<file path="src/rtl/imm_encoder_if.sv">
// Request/response bundle for the RISC-V immediate encoder.
// Request: in_valid/in_ready, in_fmt, in_imm, in_rd/rs1/rs2, in_funct3, in_opcode.
// Response: out_valid/out_ready, out_instr, out_err, out_last.
interface imm_encoder_if;
   logic        in_valid;
   logic        in_ready;
   logic [2:0]  in_fmt;
   logic [31:0] in_imm;
   logic [4:0]  in_rd;
   logic [4:0]  in_rs1;
   logic [4:0]  in_rs2;
   logic [2:0]  in_funct3;
   logic [6:0]  in_opcode;
   logic        out_valid;
   logic        out_ready;
   logic [31:0] out_instr;
   logic        out_err;
   logic        out_last;

   modport master (
      output in_valid, in_fmt, in_imm, in_rd, in_rs1, in_rs2,
      output in_funct3, in_opcode, out_ready,
      input  in_ready, out_valid, out_instr, out_err, out_last
   );

   modport slave (
      input  in_valid, in_fmt, in_imm, in_rd, in_rs1, in_rs2,
      input  in_funct3, in_opcode, out_ready,
      output in_ready, out_valid, out_instr, out_err, out_last
   );
endinterface

</file>
<file path="src/rtl/imm_encoder.sv">
// Encodes I/S/B/J/U instruction words and the LI pseudo-op from fields.
// Ports: clk, rst_n (async low), bus (slave side), instr_count, err_count.
module imm_encoder (
   input  logic        clk,
   input  logic        rst_n,
   imm_encoder_if.slave bus,
   output logic [15:0] instr_count,
   output logic [7:0]  err_count
);

   typedef enum logic [1:0] {
      IDLE,
      HOLD,
      LI_HI
   } state_t;

   localparam logic [6:0] OP_IMM = 7'h13;
   localparam logic [6:0] OP_LUI = 7'h37;

   state_t      state;
   logic [31:0] pend_instr;

   logic [31:0] imm;
   logic [4:0]  rd;
   logic [4:0]  rs1;
   logic [4:0]  rs2;
   logic [2:0]  f3;
   logic [6:0]  op;

   logic        f_i;
   logic        f_s;
   logic        f_b;
   logic        f_j;
   logic        f_u;
   logic        f_li;

   logic        ok12;
   logic        ok13;
   logic        ok21;
   logic [19:0] li_hi;

   logic [31:0] w_i;
   logic [31:0] w_s;
   logic [31:0] w_b;
   logic [31:0] w_j;
   logic [31:0] w_u;
   logic [31:0] w_li_lo;
   logic [31:0] w_li_hi;
   logic [31:0] w_li_add;

   logic [31:0] enc_instr;
   logic        enc_err;
   logic        enc_last;

   logic        accept;
   logic        fire;

   assign imm = bus.in_imm;
   assign rd  = bus.in_rd;
   assign rs1 = bus.in_rs1;
   assign rs2 = bus.in_rs2;
   assign f3  = bus.in_funct3;
   assign op  = bus.in_opcode;

   assign f_i  = (bus.in_fmt == 3'b000);
   assign f_s  = (bus.in_fmt == 3'b001);
   assign f_b  = (bus.in_fmt == 3'b010);
   assign f_j  = (bus.in_fmt == 3'b011);
   assign f_u  = (bus.in_fmt == 3'b100);
   assign f_li = (bus.in_fmt == 3'b101);

   // Sign-extension checks: upper bits must all be copies of the sign.
   assign ok12 = (&imm[31:11]) | ~(|imm[31:11]);
   assign ok13 = (&imm[31:12]) | ~(|imm[31:12]);
   assign ok21 = (&imm[31:20]) | ~(|imm[31:20]);

   // (imm + 0x800)[31:12]: the low half only carries when imm[11] is set,
   // which pre-compensates the sign-extended ADDI that follows the LUI.
   assign li_hi = imm[31:12] + {19'd0, imm[11]};

   assign w_i = {imm[11:0], rs1, f3, rd, op};
   assign w_s = {imm[11:5], rs2, rs1, f3, imm[4:0], op};
   assign w_b = {imm[12], imm[10:5], rs2, rs1, f3,
                 imm[4:1], imm[11], op};
   assign w_j = {imm[20], imm[10:1], imm[11], imm[19:12], rd, op};
   assign w_u = {imm[31:12], rd, op};

   assign w_li_lo  = {imm[11:0], 5'd0, 3'd0, rd, OP_IMM};
   assign w_li_hi  = {li_hi, rd, OP_LUI};
   assign w_li_add = {imm[11:0], rd, 3'd0, rd, OP_IMM};

   // Reserved formats fall to the default: a NOP flagged as an error.
   always_comb begin
      enc_instr = {25'd0, OP_IMM};
      enc_err   = 1'b1;
      enc_last  = 1'b1;
      unique case (1'b1)
         f_i: begin
            enc_instr = w_i;
            enc_err   = ~ok12;
         end
         f_s: begin
            enc_instr = w_s;
            enc_err   = ~ok12;
         end
         f_b: begin
            enc_instr = w_b;
            enc_err   = ~ok13 | imm[0];
         end
         f_j: begin
            enc_instr = w_j;
            enc_err   = ~ok21 | imm[0];
         end
         f_u: begin
            enc_instr = w_u;
            enc_err   = |imm[11:0];
         end
         f_li: begin
            enc_err = 1'b0;
            if (ok12) begin
               enc_instr = w_li_lo;
            end else begin
               enc_instr = w_li_hi;
               enc_last  = 1'b0;
            end
         end
         default: begin
         end
      endcase
   end

   // HOLD can take a new request in the cycle its word drains.
   assign bus.in_ready = (state == IDLE) |
                         ((state == HOLD) & bus.out_ready);

   assign accept = bus.in_valid & bus.in_ready;
   assign fire   = bus.out_valid & bus.out_ready;

   always_ff @(posedge clk or negedge rst_n) begin
      if (!rst_n) begin
         state         <= IDLE;
         bus.out_valid <= 1'b0;
         bus.out_instr <= 32'd0;
         bus.out_err   <= 1'b0;
         bus.out_last  <= 1'b0;
         pend_instr    <= 32'd0;
         instr_count   <= 16'd0;
         err_count     <= 8'd0;
      end else begin
         if (fire) begin
            instr_count <= instr_count + 16'd1;
         end
         if (accept && enc_err && (err_count != 8'hFF)) begin
            err_count <= err_count + 8'd1;
         end
         if (accept) begin
            bus.out_valid <= 1'b1;
            bus.out_instr <= enc_instr;
            bus.out_err   <= enc_err;
            bus.out_last  <= enc_last;
            pend_instr    <= w_li_add;
            state         <= enc_last ? HOLD : LI_HI;
         end else begin
            unique case (state)
               HOLD: begin
                  if (fire) begin
                     bus.out_valid <= 1'b0;
                     state         <= IDLE;
                  end
               end
               LI_HI: begin
                  if (fire) begin
                     bus.out_instr <= pend_instr;
                     bus.out_err   <= 1'b0;
                     bus.out_last  <= 1'b1;
                     state         <= HOLD;
                  end
               end
               default: begin
               end
            endcase
         end
      end
   end

endmodule

</file>
<file path="src/flat_wrapper.sv">
// flat-port wrapper written by rule: the top's interface ports become plain ports
module imm_encoder_flat 
  (clk, rst_n, instr_count, err_count, bus_in_valid, bus_in_fmt, bus_in_imm, bus_in_rd, bus_in_rs1, bus_in_rs2, bus_in_funct3, bus_in_opcode, bus_out_ready, bus_in_ready, bus_out_valid, bus_out_instr, bus_out_err, bus_out_last);
  imm_encoder_if bus_i ();
  input  logic clk;
  input  logic rst_n;
  output logic [15:0] instr_count;
  output logic [7:0] err_count;
  input wire logic [$bits(bus_i.in_valid)-1:0] bus_in_valid;
  input wire logic [$bits(bus_i.in_fmt)-1:0] bus_in_fmt;
  input wire logic [$bits(bus_i.in_imm)-1:0] bus_in_imm;
  input wire logic [$bits(bus_i.in_rd)-1:0] bus_in_rd;
  input wire logic [$bits(bus_i.in_rs1)-1:0] bus_in_rs1;
  input wire logic [$bits(bus_i.in_rs2)-1:0] bus_in_rs2;
  input wire logic [$bits(bus_i.in_funct3)-1:0] bus_in_funct3;
  input wire logic [$bits(bus_i.in_opcode)-1:0] bus_in_opcode;
  input wire logic [$bits(bus_i.out_ready)-1:0] bus_out_ready;
  output wire logic [$bits(bus_i.in_ready)-1:0] bus_in_ready;
  output wire logic [$bits(bus_i.out_valid)-1:0] bus_out_valid;
  output wire logic [$bits(bus_i.out_instr)-1:0] bus_out_instr;
  output wire logic [$bits(bus_i.out_err)-1:0] bus_out_err;
  output wire logic [$bits(bus_i.out_last)-1:0] bus_out_last;
  assign bus_i.in_valid = bus_in_valid;
  assign bus_i.in_fmt = bus_in_fmt;
  assign bus_i.in_imm = bus_in_imm;
  assign bus_i.in_rd = bus_in_rd;
  assign bus_i.in_rs1 = bus_in_rs1;
  assign bus_i.in_rs2 = bus_in_rs2;
  assign bus_i.in_funct3 = bus_in_funct3;
  assign bus_i.in_opcode = bus_in_opcode;
  assign bus_i.out_ready = bus_out_ready;
  assign bus_in_ready = bus_i.in_ready;
  assign bus_out_valid = bus_i.out_valid;
  assign bus_out_instr = bus_i.out_instr;
  assign bus_out_err = bus_i.out_err;
  assign bus_out_last = bus_i.out_last;
  imm_encoder u_core (.clk(clk), .rst_n(rst_n), .bus(bus_i), .instr_count(instr_count), .err_count(err_count));
endmodule
</file>
<file path="config.mk">
export PLATFORM = sky130hd
export DESIGN_NAME = imm_encoder_flat
export DESIGN_NICKNAME = d
export VERILOG_FILES = /design/src/rtl/imm_encoder_if.sv /design/src/rtl/imm_encoder.sv /design/src/flat_wrapper.sv
export SDC_FILE = /design/constraint.sdc
export NUM_CORES = 1
export LEC_CHECK = 0
export ABC_CLOCK_PERIOD_IN_PS = 3370
export CAP_MARGIN = 30
export CORE_UTILIZATION = 55
export CTS_BUF_LIST = sky130_fd_sc_hd__clkbuf_8
export CTS_CLUSTER_SIZE = 25
export DETAILED_ROUTE_END_ITERATION = 10
export PLACE_DENSITY = 0.88
export SLEW_MARGIN = 20
export SYNTH_ARGS = -nofsm -noshare
export SYNTH_HDL_FRONTEND = slang
export SYNTH_SLANG_ARGS = --single-unit
</file>
<file path="constraint.sdc">
create_clock -name clk -period 3.37 [get_ports clk]
set_input_delay 0.674 -clock clk [delete_from_list [all_inputs] [get_ports clk]]
set_output_delay 0.674 -clock clk [all_outputs]
set_load 0.02 [all_outputs]
</file>
==> impl_metrics.ini <==
[outcome]
status = completed

[logic_synthesis]
synth_nets = 627
synth_area_per_cell_sq_um = 8.69
ys.flop_type = dfrtp_1
synth_edf_count = 0
synth-seq-cells = 79
yosysSeqAreaShare_pct = 40.8
synth.distinct_cells = 71
yosys_warnings = 0
synth_area_sq_um = 4850
synth_cells = 558
async_flop_share_pct = 100

[route]
viasPerCell = 6.15
drt_iter0_drc = 400
wirelength_microns = 15500
antenna_left = 0
first_pass_iters = 5
post_drt_wl_per_cell_microns = 19.4
post-route-drc-count = 0
vias = 4921

[critical_path]
crit_required_ns = 2.70
ff2ff_setup_slack_ns = 1.17
crit_top_cell = clkdlybuf4s50_1
path_class = in -> out
worstReg2RegEnd = u_core.err_count[7]
crit_path_top_delay_cell = clkdlybuf4s50_1
cp_max_fo = 6
path_delay_family = buffers and inverters
cp_num_buf_inv = 2
crit_path_end_kind = output port
r2r-start = u_core.state[1]
critPathLaunchType = primary input
max_stage_delay_ns = 0.63
worstPathCellList = clkdlybuf4s50_1 -> nand2b_1 -> nor2b_1 -> clkdlybuf4s50_1
r2r_cells = 7
arrival_ns = 2.30

[global_routing]
grt_usage_pct = 34.9
antenna_found_initial = 0
gr-total-overflow = 0
grt_pass1_vias = 4805
grt_pass1_wl_microns = 24200
grt_max_degree = 80

[timing]
rsz0062_at_grt = false
fin_crit_ns = 2.97
hold_viol_final = 0
fin_crit_sh_pct = 88.2
slew-limit-headroom_pct = 65.3
final_max_slew_viol_count = 0
fin_skew_ns = 0.0131
setup_tns_ns = 0
worst_slew_pin_slew_ns = 0.520
fmax_mhz = 336
setup_viol = 0

[final_layout]
diodes = 0
final_nets = 759
multi_input_area_sq_um = 2670
n_fill_cell = 586
drive_gt1_share_pct = 11.4
regArea_sq_um = 1980
area_delta_synth_final_pct = 34.4
final_area_sq_um = 6520

[power]
ir_drop_mv = 0.428
p_leak_nw = 2.76
powerDensity_nw_per_um2 = 698

[floorplanning]
num_rows = 33
fp.dieH_microns = 95.9
die_w_microns = 95.9
dieArea_sq_um = 9190
coreArea_sq_um = 8380
pin_count = 124
start_util_pct = 57.8

[place]
place_area_sq_um = 6280
place_congestion = 1.00
dp_hpwl_microns = 11700
port_buffers = 123

[clocking]
cts_resized = 0
cts_tree = done
postCtsHoldBufs = 0
cts_setup_buffers = 0
clock-root-buffer = clkbuf_8
clk_path_buf_depth = 2
clk_latency_ns = 0.35
clock_sinks = 79
cts_max_level = 3
path_clk_slew_ns = 0.09
cts-buffers-inserted = 9

[flow_run]
max-cap-violations = 0

[worst_hold_path]
min_path_type = in -> async
[cell usage after synthesis (3+ instances only)]
library cell	n	area share (%)
mux2_2	5	1.2
xnor2_1	20	3.6
nand4_1	12	1.5
mux2i_1	7	1.4
o22ai_1	9	1.2
nor4_4	3	1.3
nand2b_1	5	0.65
nor3_1	9	0.93
a22o_1	3	0.54
o221ai_1	3	0.54
ha_1	5	1.3
a21oi_1	24	2.5
buf_4	6	0.93
a31oi_1	14	1.8
a21o_1	3	0.46
clkbuf_1	20	1.5
nand2_1	109	8.4
nand3_1	14	1.4
nor4_1	12	1.5
inv_1	9	0.70
buf_2	7	0.72
o31ai_1	3	0.46
and3_1	12	1.5
nor2_1	37	2.9
and2_1	4	0.52
nor2b_1	5	0.65
xor2_1	15	2.7
o21ai_0	36	3.7
dfrtp_1	79	41
a211oi_1	3	0.46
a22oi_1	17	2.6
[sequential cells by signal (all words and copies together) (netlist names)]
signal,flops
u_core.bus.out_instr,32
u_core.bus.out_last,1
u_core.state,2
u_core.pend_instr,18
u_core.bus.out_valid,1
u_core.bus.out_err,1
u_core.err_count,8
u_core.instr_count,16
[power by group]
group | total, mW | internal, mW | switching [mW]
combinational | 2.17 | 0.973 | 1.20
clock | 0.763 | 0.360 | 0.403
sequential | 1.61 | 1.33 | 0.277
total | 4.55 | 2.67 | 1.88
[per-stage QoR]
stage / setup WS, ns / power [mW] / cells / hold slack, ns / utilization [%]
2_1_floorplan: 0.954 / 2.72 / 558 / 0.378 / -
3_3_place_gp: 0.252 / 3.67 / 783 / 0.444 / 75.0
3_5_place_dp: 0.208 / 3.76 / 783 / 0.450 / 75.0
4_1_cts: 0.415 / 4.53 / 799 / 0.474 / 77.5
5_1_grt: 0.293 / 4.80 / 800 / 0.287 / 77.7
6_report: 0.397 / 4.55 / 800 / 0.253 / 77.7
[placed cells by master (no fill, tap or decap), types with 14 or more instances in the layout]
| cell | synthesis | layout |
|---|---|---|
| a22oi_1 | 17 | 17 |
| dfrtp_1 | 79 | 79 |
| nor2_1 | 37 | 37 |
| xor2_1 | 15 | 15 |
| o21ai_0 | 36 | 36 |
| a31oi_1 | 14 | 14 |
| nand2_1 | 109 | 109 |
| clkdlybuf4s50_1 | 0 | 122 |
| a21oi_1 | 24 | 23 |
| nand3_1 | 14 | 14 |
| xnor2_1 | 20 | 20 |
| buf_4 | 6 | 34 |
[cell type report]
class | count | share of cell area, %
repair buffers | 157 | 23.0
multi-input cells | 434 | 40.9
inverters | 9 | 0.518
well taps | 105 | 2.02
clock buffers | 9 | 1.90
flip-flops and latches | 79 | 30.3
clock inverters | 7 | 1.34
[routing by layer]
metal	share of wire [%]	track usage, %
met4	2.3	11.9
met5	0	0
met1	42	45.8
met2	48	58.2
met3	8.4	5.85
[logic make-up (layout without fill, tap and decap cells)]
kind of cell | after synthesis | count (layout) | share of synthesized area, %
multiplexers | 13 | 13 | 2.92
buffers and inverters | 45 | 182 | 4.28
AND/OR/NAND/NOR | 241 | 241 | 25.2
AO/OA/AOI/OAI | 140 | 140 | 19.2
adder cells (fa/ha/maj) | 5 | 5 | 1.29
flip-flops | 79 | 79 | 40.8
XOR/XNOR | 35 | 35 | 6.32
[how the worst max path moves through the flow]
stage                        start                  endpoint  slack (ns)  depth (start not counted)
floorplan           bus_in_imm[11]  u_core.bus.out_instr[30]        0.95                          8
global placement    bus_in_imm[12]  u_core.bus.out_instr[30]        0.25                          9
detailed placement  bus_in_imm[12]  u_core.bus.out_instr[30]        0.21                          9
CTS                  bus_out_ready              bus_in_ready        0.42                          4
global route         bus_out_ready              bus_in_ready        0.29                          4
finish               bus_out_ready              bus_in_ready        0.40                          4
(Power assumes the default switching activity.)
